## src/rtl/mem_dma.sv

```systemverilog
// rtl/mem_dma.sv - memory-side fill/copy/compare sequencer for a single-port memory
module mem_dma #(
  parameter int DATA_WIDTH = 8,
  parameter int ADDR_WIDTH = 12
) (
  input  logic                  clock,
  input  logic                  reset,
  input  logic                  start,
  input  logic [1:0]            mode,
  input  logic [ADDR_WIDTH-1:0] src_addr,
  input  logic [ADDR_WIDTH-1:0] dst_addr,
  input  logic [ADDR_WIDTH-1:0] length,
  input  logic [DATA_WIDTH-1:0] fill_data,
  output logic                  busy,
  output logic                  done,
  output logic                  mismatch,
  output logic [ADDR_WIDTH-1:0] mismatch_offset,
  output logic                  mem_wr_en,
  output logic [ADDR_WIDTH-1:0] mem_addr,
  output logic [DATA_WIDTH-1:0] mem_din,
  input  logic [DATA_WIDTH-1:0] mem_dout
);

  typedef enum logic [2:0] {
    S_IDLE, S_FILL, S_RD, S_WR, S_CMP_A, S_CMP_B, S_DONE
  } state_t;

  state_t                state_q, state_d;
  logic [ADDR_WIDTH-1:0] i_q, i_d;
  logic [ADDR_WIDTH-1:0] src_q, src_d;
  logic [ADDR_WIDTH-1:0] dst_q, dst_d;
  logic [ADDR_WIDTH-1:0] len_q, len_d;
  logic [DATA_WIDTH-1:0] fill_q, fill_d;
  logic [DATA_WIDTH-1:0] data_q, data_d;
  logic                  mismatch_q, mismatch_d;
  logic [ADDR_WIDTH-1:0] mm_off_q, mm_off_d;
  logic                  last_word;

  // The mode itself is not kept: the state entered at acceptance encodes it.
  assign last_word = (i_q == len_q - ADDR_WIDTH'(1));

  // State and operation registers; reset returns to IDLE at once so writes stop mid-cycle.
  always_ff @(posedge clock or posedge reset) begin
    if (reset) begin
      state_q    <= S_IDLE;
      i_q        <= '0;
      src_q      <= '0;
      dst_q      <= '0;
      len_q      <= '0;
      fill_q     <= '0;
      data_q     <= '0;
      mismatch_q <= 1'b0;
      mm_off_q   <= '0;
    end else begin
      state_q    <= state_d;
      i_q        <= i_d;
      src_q      <= src_d;
      dst_q      <= dst_d;
      len_q      <= len_d;
      fill_q     <= fill_d;
      data_q     <= data_d;
      mismatch_q <= mismatch_d;
      mm_off_q   <= mm_off_d;
    end
  end

  // Next-state: accept a request in IDLE, then walk the region one word (fill) or word pair at a time.
  always_comb begin
    state_d    = state_q;
    i_d        = i_q;
    src_d      = src_q;
    dst_d      = dst_q;
    len_d      = len_q;
    fill_d     = fill_q;
    data_d     = data_q;
    mismatch_d = mismatch_q;
    mm_off_d   = mm_off_q;
    case (state_q)
      S_IDLE: begin
        if (start) begin
          src_d      = src_addr;
          dst_d      = dst_addr;
          len_d      = length;
          fill_d     = fill_data;
          mismatch_d = 1'b0;
          mm_off_d   = '0;
          i_d        = '0;
          if (length == '0) begin
            state_d = S_DONE;
          end else begin
            case (mode)
              2'b01:   state_d = S_RD;
              2'b10:   state_d = S_CMP_A;
              default: state_d = S_FILL;
            endcase
          end
        end
      end
      S_FILL: begin
        if (last_word) state_d = S_DONE;
        else           i_d = i_q + ADDR_WIDTH'(1);
      end
      S_RD: begin
        data_d  = mem_dout;
        state_d = S_WR;
      end
      S_WR: begin
        if (last_word) begin
          state_d = S_DONE;
        end else begin
          i_d     = i_q + ADDR_WIDTH'(1);
          state_d = S_RD;
        end
      end
      S_CMP_A: begin
        data_d  = mem_dout;
        state_d = S_CMP_B;
      end
      S_CMP_B: begin
        if (mem_dout != data_q) begin
          mismatch_d = 1'b1;
          mm_off_d   = i_q;
          state_d    = S_DONE;
        end else if (last_word) begin
          state_d = S_DONE;
        end else begin
          i_d     = i_q + ADDR_WIDTH'(1);
          state_d = S_CMP_A;
        end
      end
      S_DONE:  state_d = S_IDLE;
      default: state_d = S_IDLE;
    endcase
  end

  // Memory port and status decoded purely from registered state; idle states park the bus at zero.
  always_comb begin
    mem_wr_en = 1'b0;
    mem_addr  = '0;
    mem_din   = '0;
    case (state_q)
      S_FILL: begin
        mem_wr_en = 1'b1;
        mem_addr  = dst_q + i_q;
        mem_din   = fill_q;
      end
      S_RD, S_CMP_A: mem_addr = src_q + i_q;
      S_WR: begin
        mem_wr_en = 1'b1;
        mem_addr  = dst_q + i_q;
        mem_din   = data_q;
      end
      S_CMP_B: mem_addr = dst_q + i_q;
      default: ;
    endcase
  end

  assign busy            = (state_q != S_IDLE) && (state_q != S_DONE);
  assign done            = (state_q == S_DONE);
  assign mismatch        = mismatch_q;
  assign mismatch_offset = mm_off_q;

endmodule

```

## config.mk

```make
export PLATFORM = sky130hd
export DESIGN_NAME = mem_dma
export DESIGN_NICKNAME = d
export VERILOG_FILES = /design/src/rtl/mem_dma.sv
export SDC_FILE = /design/constraint.sdc
export NUM_CORES = 1
export LEC_CHECK = 0
export ABC_AREA = 0
export ABC_CLOCK_PERIOD_IN_PS = 6300
export BUFFER_PORTS_ARGS = -buffer_cell sky130_fd_sc_hd__buf_4
export CAP_MARGIN = 20
export CORE_UTILIZATION = 39
export DETAILED_ROUTE_END_ITERATION = 7
export PLACE_DENSITY = 0.67
export SLEW_MARGIN = 20
export SYNTH_ARGS = -nofsm -noshare
export SYNTH_HDL_FRONTEND = slang
export SYNTH_SLANG_ARGS = --single-unit
```

## constraint.sdc

```tcl
create_clock -name clock -period 6.3 [get_ports clock]
set_input_delay 1.26 -clock clock [delete_from_list [all_inputs] [get_ports clock]]
set_output_delay 1.26 -clock clock [all_outputs]
set_load 0.01 [all_outputs]
```

==> results of run 1 <==
-- through the flow --
| step | total power, mW | hold WS [ns] | area (um2) | instances |
|---|---|---|---|---|
| finish | 2.91 | 0.473 | 5800 | 804 |
| global route | 3.16 | 0.498 | 5800 | 804 |
| CTS | 2.94 | 0.477 | 5800 | 804 |
| detailed placement | 2.46 | 0.462 | 5540 | 789 |
| global placement | 2.41 | 0.460 | 5540 | 789 |
| floorplan | 1.92 | 0.445 | 4760 | 578 |
-- cell families after synthesis --
logic type,Yosys count,synth area share
buffers and inverters,50,0.0413
XOR/XNOR,31,0.0571
multiplexers,26,0.0576
AND/OR/NAND/NOR,315,0.293
AO/OA/AOI/OAI,60,0.0868
adder cells (fa/ha/maj),16,0.0437
flip-flops,80,0.421
-- worst max-delay path: cells and delay by family (launching register included) --
| family | cells | cell delay, ns |
|---|---|---|
| AO/OA/AOI/OAI | 5 | 1.35 |
| adder cells (fa/ha/maj) | 1 | 0.24 |
| buffers and inverters | 1 | 0.14 |
| AND/OR/NAND/NOR | 6 | 1.30 |
| flip-flops | 1 | 0.85 |
-- routing by layer --
layer,vias to the layer above,wire (um),GRT usage
met4,0,102,0.0524
li1,2099,-,-
met3,6,613,0.0400
met2,105,5760,0.331
met5,-,0,0
met1,1958,5570,0.270
-- area by class of cell --
type	count	area, um2
clock buffer	12	236
clock inverter	3	20.0
fill	1118	5860
inverter	23	86.3
multi-input combinational	448	2560
sequential	80	2000
tap	143	179
timing repair buffer	95	717
-- power breakdown --
| part | internal [mW] | switching (mW) |
|---|---|---|
| registers | 0.723 | 0.217 |
| logic | 0.685 | 0.822 |
| clock network | 0.264 | 0.202 |
-- registers in the layout, indices dropped and copies added, names as in the netlist --
signal and flops:
mismatch_offset 12, dst_q 12, fill_q 8, i_q 12
len_q 12, data_q 8, mismatch 1, state_q 3
src_q 12
-- layout by cell type (no fill, tap or decap), types with 2 or more instances in the layout --
cell type   synthesis  routed
clkinvlp_4          0       2
ha_1               15      15
and2_1              3       2
or4_1               2       2
clkbuf_16           0       9
nor3b_1             3       3
clkbuf_1           25       3
and3_1              4       4
inv_2               2       3
a21oi_1            14      14
nand4b_1            2       2
mux2i_1            15      15
mux2_2              8       8
dfrtp_1            80      80
nor4_1              7       7
nand4_1             8       8
nand3_1            26      26
nor3_1             14      14
a311o_1             4       4
a31oi_1             3       3
mux2_1              3       3
nor2_1             34      34
or3_1               3       3
o21ai_1            18      18
xor2_1             18      18
nand2_1           198     197
inv_1              21      20
a21o_1              5       5
buf_4               0      94
xnor2_1            13      13
-- how the worst max path moves through the flow --
stage | cells past startpoint | to | slack (ns) | startpoint
2_1_floorplan | 15 | mem_addr[10] | 1.92 | state_q[2]$_DFFE_PP0P_
3_3_place_gp | 13 | mem_addr[11] | 1.26 | state_q[1]$_DFFE_PP0P_
3_5_place_dp | 13 | mem_addr[11] | 1.21 | state_q[1]$_DFFE_PP0P_
4_1_cts | 13 | mem_addr[11] | 0.83 | state_q[1]$_DFFE_PP0P_
5_1_grt | 13 | mem_addr[11] | 0.27 | state_q[1]$_DFFE_PP0P_
6_report | 13 | mem_addr[11] | 0.80 | state_q[1]$_DFFE_PP0P_
==> flow_summary.ini, run 1 <==
[run_status]
status = complete, no violations

[worst_setup_path]
cp-start-kind = flop
worstPathArrival_ns = 4.24
r2r_cells = 6
end_kind = output port
r2r_slack_ns = 3.01
r2r-start = state_q[1]$_DFFE_PP0P_
crit_top_cell = nand2_1
cpPeakStageDelay_ns = 0.85
required_ns = 5.04
worstPathMaxFanout = 19
path_class = reg2out
path_cells = nand2_1 -> nand2_1 -> nand2_1 -> nand2_1 -> ha_1 -> a21o_1 -> a21o_1 -> a2111oi_0 -> nor3_1 -> nor3_1 -> o31ai_1 -> a21oi_1 -> buf_4
reg2reg_to = i_q[10]$_DFFE_PP0P_
critPathSlowestCell = dfrtp_1

[clock_network]
clk_pin_slew_ns = 0.06
cts_tree = done
cts_resized = 0
clock_path_buffers = 2
cts_made_buffers = 9
clkSinkCount = 80
ctsHoldBuffers = 0
cts_setup_buffers = 0
h-tree-depth = 3
cts_root_buf = clkbuf_16
clk_latency_ns = 0.34

[global_route]
grt_pass1_vias = 4063
track_usage = 0.201
antenna_found_initial = 0
grt_max_degree = 81
globalRoute.totalOverflow = 0
grt_pass1_wl_um = 20200

[timing]
slew_violations = 0
rsz0062_at_grt = false
setup_viol = 0
worst-slew-pin-transition_ns = 1.05
setup-tns-final_ns = 0
fin_crit_ns = 5.50
fmax_ghz = 0.182
post-route-period-util = 0.872
hold_violations = 0
finClkSkew_ns = 0.00872
setup_ws_ns = 0.804
relSlewSlack = 0.301

[synthesis]
ys_ff_latch = 80
synthTopCellsByArea = dfrtp_1 42%, nand2_1 16%, ha_1 3.9%, xor2_1 3.3%, mux2i_1 3.2%
synth_flop_cell = dfrtp_1
netlist_instances = 578
post_synth.cell_area_avg_um2 = 8.23
synth_cell_types = 57
async_reset_ff_frac = 1.00
synth_top_cell_by_area = dfrtp_1
synth-seq-area-share = 0.421
synth_edf_count = 0
synth_commonest_cells = 198 x nand2_1, 80 x dfrtp_1, 34 x nor2_1
synth_area_mm2 = 0.00476
synth_top_area_frac = 0.421
ys_warn_count = 0
syn_nets = 651
yosysMostFrequentCell = nand2_1

[floorplan]
die_w_um = 112
core_mm2 = 0.0117
die_h_um = 112
io_pins = 93
rows = 39
die_area_mm2 = 0.0126
start_util = 0.408

[routing]
vias = 4168
post_drt_wl_per_cell_um = 15.0
via_per_inst = 5.18
ant_nets = 0
drc_errors = 0
wl_um = 12000
drtPass1Iterations = 4
dr.first_iter.drc_count = 203

[placed_design]
placement.io_buffers = 92
place_hpwl_um = 8780
place_ws_ns = 1.21
gp_congestion = 0.856

[worst_hold_path]
min_to = fill_q[7]$_DFFE_PP0P_
hp-class = reg2reg
min_from = fill_q[7]$_DFFE_PP0P_
whs_path_depth = 2

[final_layout]
drive_above_1_share = 0.192
area_growth_pct = 22.0
n_antenna_cell = 0
final_util = 0.498
layout.nets = 730

[pwr]
peakVddDrop_mv = 0.284
p_leak_nw = 2.99
pwr_density_cell_mw_per_mm2 = 502

[flow_run]
cap_violations = 0
Note: power is estimated with default switching activity, not from simulation.
==> inputs of run 2 (changes only) <==
GPL_TIMING_DRIVEN = 0   (was default)
==> flow_summary.ini, run 2 (synthesis gave the netlist of run 1 again) <==
[run_status]
status = complete, no violations

[routing]
post_drt_wl_per_cell_um = 15.3
vias = 4403
dr.first_iter.drc_count = 174
drc_errors = 0
drtPass1Iterations = 5
ant_nets = 0
via_per_inst = 5.31
wl_um = 12700

[placed_design]
gp_congestion = 0.870
dp.cells = 814
dpl_cell_area_mm2 = 0.00566
place_ws_ns = 1.33
placement.io_buffers = 92
place_hpwl_um = 9720

[timing]
hold_violations = 0
fin_crit_ns = 5.32
finClkSkew_ns = 0.00533
slew_violations = 0
fmax_ghz = 0.188
worst-slew-pin-transition_ns = 0.693
setup_viol = 0
setup-tns-final_ns = 0
holdWs_ns = 0.480
rsz0062_at_grt = false
setup_ws_ns = 0.981
post-route-period-util = 0.844
relSlewSlack = 0.536

[final_layout]
stdcell_area_mm2 = 0.00594
instances_no_fill = 829
final_cell_mix = 198 x nand2_1, 92 x buf_4, 80 x dfrtp_1
layout.nets = 755
layout_commonest_cell = nand2_1
n_antenna_cell = 0
area_growth_pct = 25.0
drive_above_1_share = 0.185

[clock_network]
cts_resized = 0
cts_made_buffers = 9
cts_tree = done
ctsHoldBuffers = 0
cts_setup_buffers = 0
clk_pin_slew_ns = 0.06
cts_root_buf = clkbuf_16
clkSinkCount = 80
h-tree-depth = 3
clock_path_buffers = 2
clk_latency_ns = 0.33

[global_route]
grt_pass1_vias = 4317
globalRoute.totalOverflow = 0
grt_util_met2 = 0.349
track_usage = 0.211
antenna_found_initial = 0
grt.busiest_layer = met2
grt_pass1_wl_um = 21100
grt_use_met1 = 0.287
gr-usage-met3 = 0.0324
grt_max_degree = 47

[floorplan]
core_mm2 = 0.0117
die_area_mm2 = 0.0126
io_pins = 93
start_util = 0.408
rows = 39
die_h_um = 112
die_w_um = 112

[worst_setup_path]
end_kind = output port
path_class = reg2out
required_ns = 5.04
r2r-start = len_q[0]$_DFFE_PP0P_
cp-start-kind = flop
startpoint = state_q[2]$_DFFE_PP0P_
worstPathMaxFanout = 10
r2r_cells = 10
worstPathArrival_ns = 4.06

[worst_hold_path]
hp-class = reg2reg
whs_path_depth = 2
min_from = src_q[5]$_DFFE_PP0P_

[flow_run]
cap_violations = 0

[pwr]
p_leak_nw = 3.04
peakVddDrop_mv = 0.284
pwr_density_cell_mw_per_mm2 = 504
[run 2: final timing paths]
path	end	slack (ns)
hold reg to reg	src_q[5]$_DFFE_PP0P_	0.48
max in group asynchronous	mismatch_offset[0]$_DFFE_PP0P_	4.77
setup / recovery	mem_addr[10]	0.98
min in group asynchronous	dst_q[0]$_DFFE_PP0P_	0.95
setup reg to reg	i_q[3]$_DFFE_PP0P_	3.54
hold / removal	src_q[5]$_DFFE_PP0P_	0.48
[run 2: area by class of cell]
cell class / count / area, um2
clock buffers: 10 / 229
multi-input cells: 448 / 2560
inverters: 23 / 88.8
fillers: 1109 / 5720
plain buffers: 27 / 110
repair buffers: 93 / 718
clock inverters: 5 / 58.8
flip-flops and latches: 80 / 2000
well taps: 143 / 179
[run 2: critical path, cell delays in order (launching register included)]
cell      delay [ns]
dfrtp_1         0.37
clkbuf_1        0.23
nand2_1         0.17
nand2_1         0.19
clkbuf_1        0.29
nand2_1         0.13
nand2_1         0.08
ha_1            0.21
fa_1            0.40
a21o_1          0.18
a21oi_1         0.24
o21bai_1        0.13
a2111o_1        0.47
a41oi_1         0.25
xor2_1          0.17
nor2_1          0.06
buf_4           0.16
[run 2: per-stage QoR]
stage	total power, mW	util
after floorplan	1.92	-
after global placement	2.44	0.482
after detailed placement	2.49	0.485
after CTS	3.01	0.510
after global routing	3.24	0.510
final	3.00	0.510
[run 2: power by group]
part / switching [mW] / internal, mW
sequential: 0.189 / 0.723
clock: 0.208 / 0.305
combinational: 0.874 / 0.700
total: 1.27 / 1.73
[run 2: metal layers]
layer	part of all wire	vias up
met5	0	-
met1	0.47	2110
met4	0.011	0
met3	0.050	16
li1	-	2154
met2	0.47	123
==> inputs of run 3 (changes only) <==
ABC_CLOCK_PERIOD_IN_PS = 4700   (was 6300)
PLACE_DENSITY = 0.69   (was 0.67)
clock period = 4.7 ns   (was 6.3 ns; I/O delays follow)
==> flow_summary.ini, run 3 (synthesis gave the netlist of run 1 again) <==
[pwr]
comb_power_share = 0.525
seqPwrFrac = 0.302
clkPwrFrac = 0.173
internal_power_mw = 2.36
peakVddDrop_mv = 0.575
pwr_density_cell_mw_per_mm2 = 685
p_sw_mw = 1.75
swShare = 0.426
p_leak_nw = 3.08

[final_layout]
final_util = 0.515
area_growth_pct = 26.2
n_antenna_cell = 0
layout_commonest_cell = nand2_1
layout.nets = 756
final_cell_mix = 197 x nand2_1, 95 x buf_4, 77 x dfrtp_1
drive_above_1_share = 0.202
stdcell_area_mm2 = 0.00600

[timing]
setup_viol = 0
rsz0062_at_grt = false
finClkSkew_ns = 0.00671
worst-slew-pin-transition_ns = 0.790
fin_crit_ns = 4.51
post-route-period-util = 0.960
relSlewSlack = 0.473
slew_violations = 0
fmax_ghz = 0.222
hold_violations = 0
setup-tns-final_ns = 0

[placed_design]
place_hpwl_um = 9950
dpl_cell_area_mm2 = 0.00565
placement.io_buffers = 92
gp_congestion = 0.899

[routing]
met3RoutedLength_um = 642
post_drt_wl_per_cell_um = 16.0
wl_um = 13300
wl_met2_um = 6510
wl_met1_um = 5930
vias = 4413
topRoutingLayerUsed = met4
ant_nets = 0
dr.first_iter.drc_count = 170
drc_errors = 0
via_per_inst = 5.32
drtPass1Iterations = 5

[worst_setup_path]
crit_top_cell = nand2_1
r2r_cells = 10
cpPeakStageDelay_ns = 0.45
worst-path-buf-inv = 2
critPathSlowestCell = dfrtp_2
required_ns = 3.76
worstPathMaxFanout = 10
end_kind = output port
cp-start-kind = flop
path_cells = nand2_1 -> nand2_2 -> clkbuf_8 -> nand2_1 -> nand2_1 -> ha_1 -> fa_1 -> a21o_1 -> a21oi_2 -> o21bai_1 -> a2111o_1 -> a41oi_1 -> xor2_1 -> nor2_1 -> buf_4
worstSetupPathDepth = 15
path_class = reg2out
worstPathArrival_ns = 3.57
path_delay_family = compound AO/OA/AOI/OAI gates

[flow_run]
cap_violations = 0

[floorplan]
io_pins = 93
core_mm2 = 0.0117
rows = 39
die_h_um = 112
start_util = 0.408
die_w_um = 112
die_area_mm2 = 0.0126

[global_route]
globalRoute.totalOverflow = 0
grt_pass1_vias = 4573
grt_max_degree = 45
grt_pass1_wl_um = 22200
antenna_found_initial = 0
track_usage = 0.224

[clock_network]
h-tree-depth = 3
clkSinkCount = 80
cts_root_buf = clkbuf_16
clk_latency_ns = 0.34
cts_tree = done
ctsHoldBuffers = 0
cts_made_buffers = 9
clock_path_buffers = 2
clk_pin_slew_ns = 0.06

[worst_hold_path]
hp-class = reg2reg
whs_path_depth = 2

[run_status]
status = complete, no violations
==> run 3: worst reg2reg max path: cells and delay by family (launching register included) <==
family        cells  cell delay, ns
buf+inv           2            0.30
simple gates      6            1.52
flops             1            0.43
mux               1            0.22
fa+ha+maj         1            0.18
==> run 3: worst paths after layout <==
kind | to | startpoint | slack, ns
max reg2reg | i_q[8]$_DFFE_PP0P_ | len_q[0]$_DFFE_PP0P_ | 1.95
max | mem_addr[10] | state_q[1]$_DFFE_PP0P_ | 0.19
min | fill_q[2]$_DFFE_PP0P_ | fill_q[2]$_DFFE_PP0P_ | 0.47
min in group asynchronous | dst_q[0]$_DFFE_PP0P_ | reset | 0.63
min reg2reg | fill_q[2]$_DFFE_PP0P_ | fill_q[2]$_DFFE_PP0P_ | 0.47
max in group asynchronous | state_q[1]$_DFFE_PP0P_ | reset | 3.44
==> run 3: metal layers <==
layer,global-route usage,up-vias
met3,0.0470,21
met5,0,-
met2,0.386,134
li1,-,2149
met4,0.0640,0
met1,0.285,2109
==> run 3: metrics by stage <==
stage / cells / setup slack (ns) / hold WS (ns) / power [mW]
floorplan: 578 / 0.641 / 0.445 / 2.57
CTS: 826 / 0.0352 / 0.480 / 4.10
global route: 830 / 0.00369 / 0.499 / 4.42
finish: 830 / 0.187 / 0.472 / 4.11
detailed placement: 814 / 0.0815 / 0.465 / 3.36
global placement: 813 / 0.122 / 0.460 / 3.27
==> run 3: cell type report <==
type                            instances  area, um2
Sequential cell                        80       2010
Timing Repair Buffer                   97        753
Buffer                                 24        113
Fill cell                            1098       5660
Inverter                               23       88.8
Multi-Input combinational cell        448       2570
Clock buffer                           10        239
Clock inverter                          5       57.6
Tap cell                              143        179
==> run 3: timing repair <==
item | 4_1_cts | 5_1_grt
setup endpoints to repair | 5 | 4
pin swaps | 0 | 1
buffers inserted | 0 | 4
gates resized for setup | 8 | 3
==> run 3: power groups by stage <==
stage	Combinational, mW	Sequential (mW)	Clock (mW)
6_report	2.16	1.24	0.712
5_1_grt	2.38	1.28	0.748
4_1_cts	2.13	1.25	0.715
3_5_place_dp	2.12	1.23	0
3_3_place_gp	2.06	1.22	0
2_1_floorplan	1.40	1.17	0
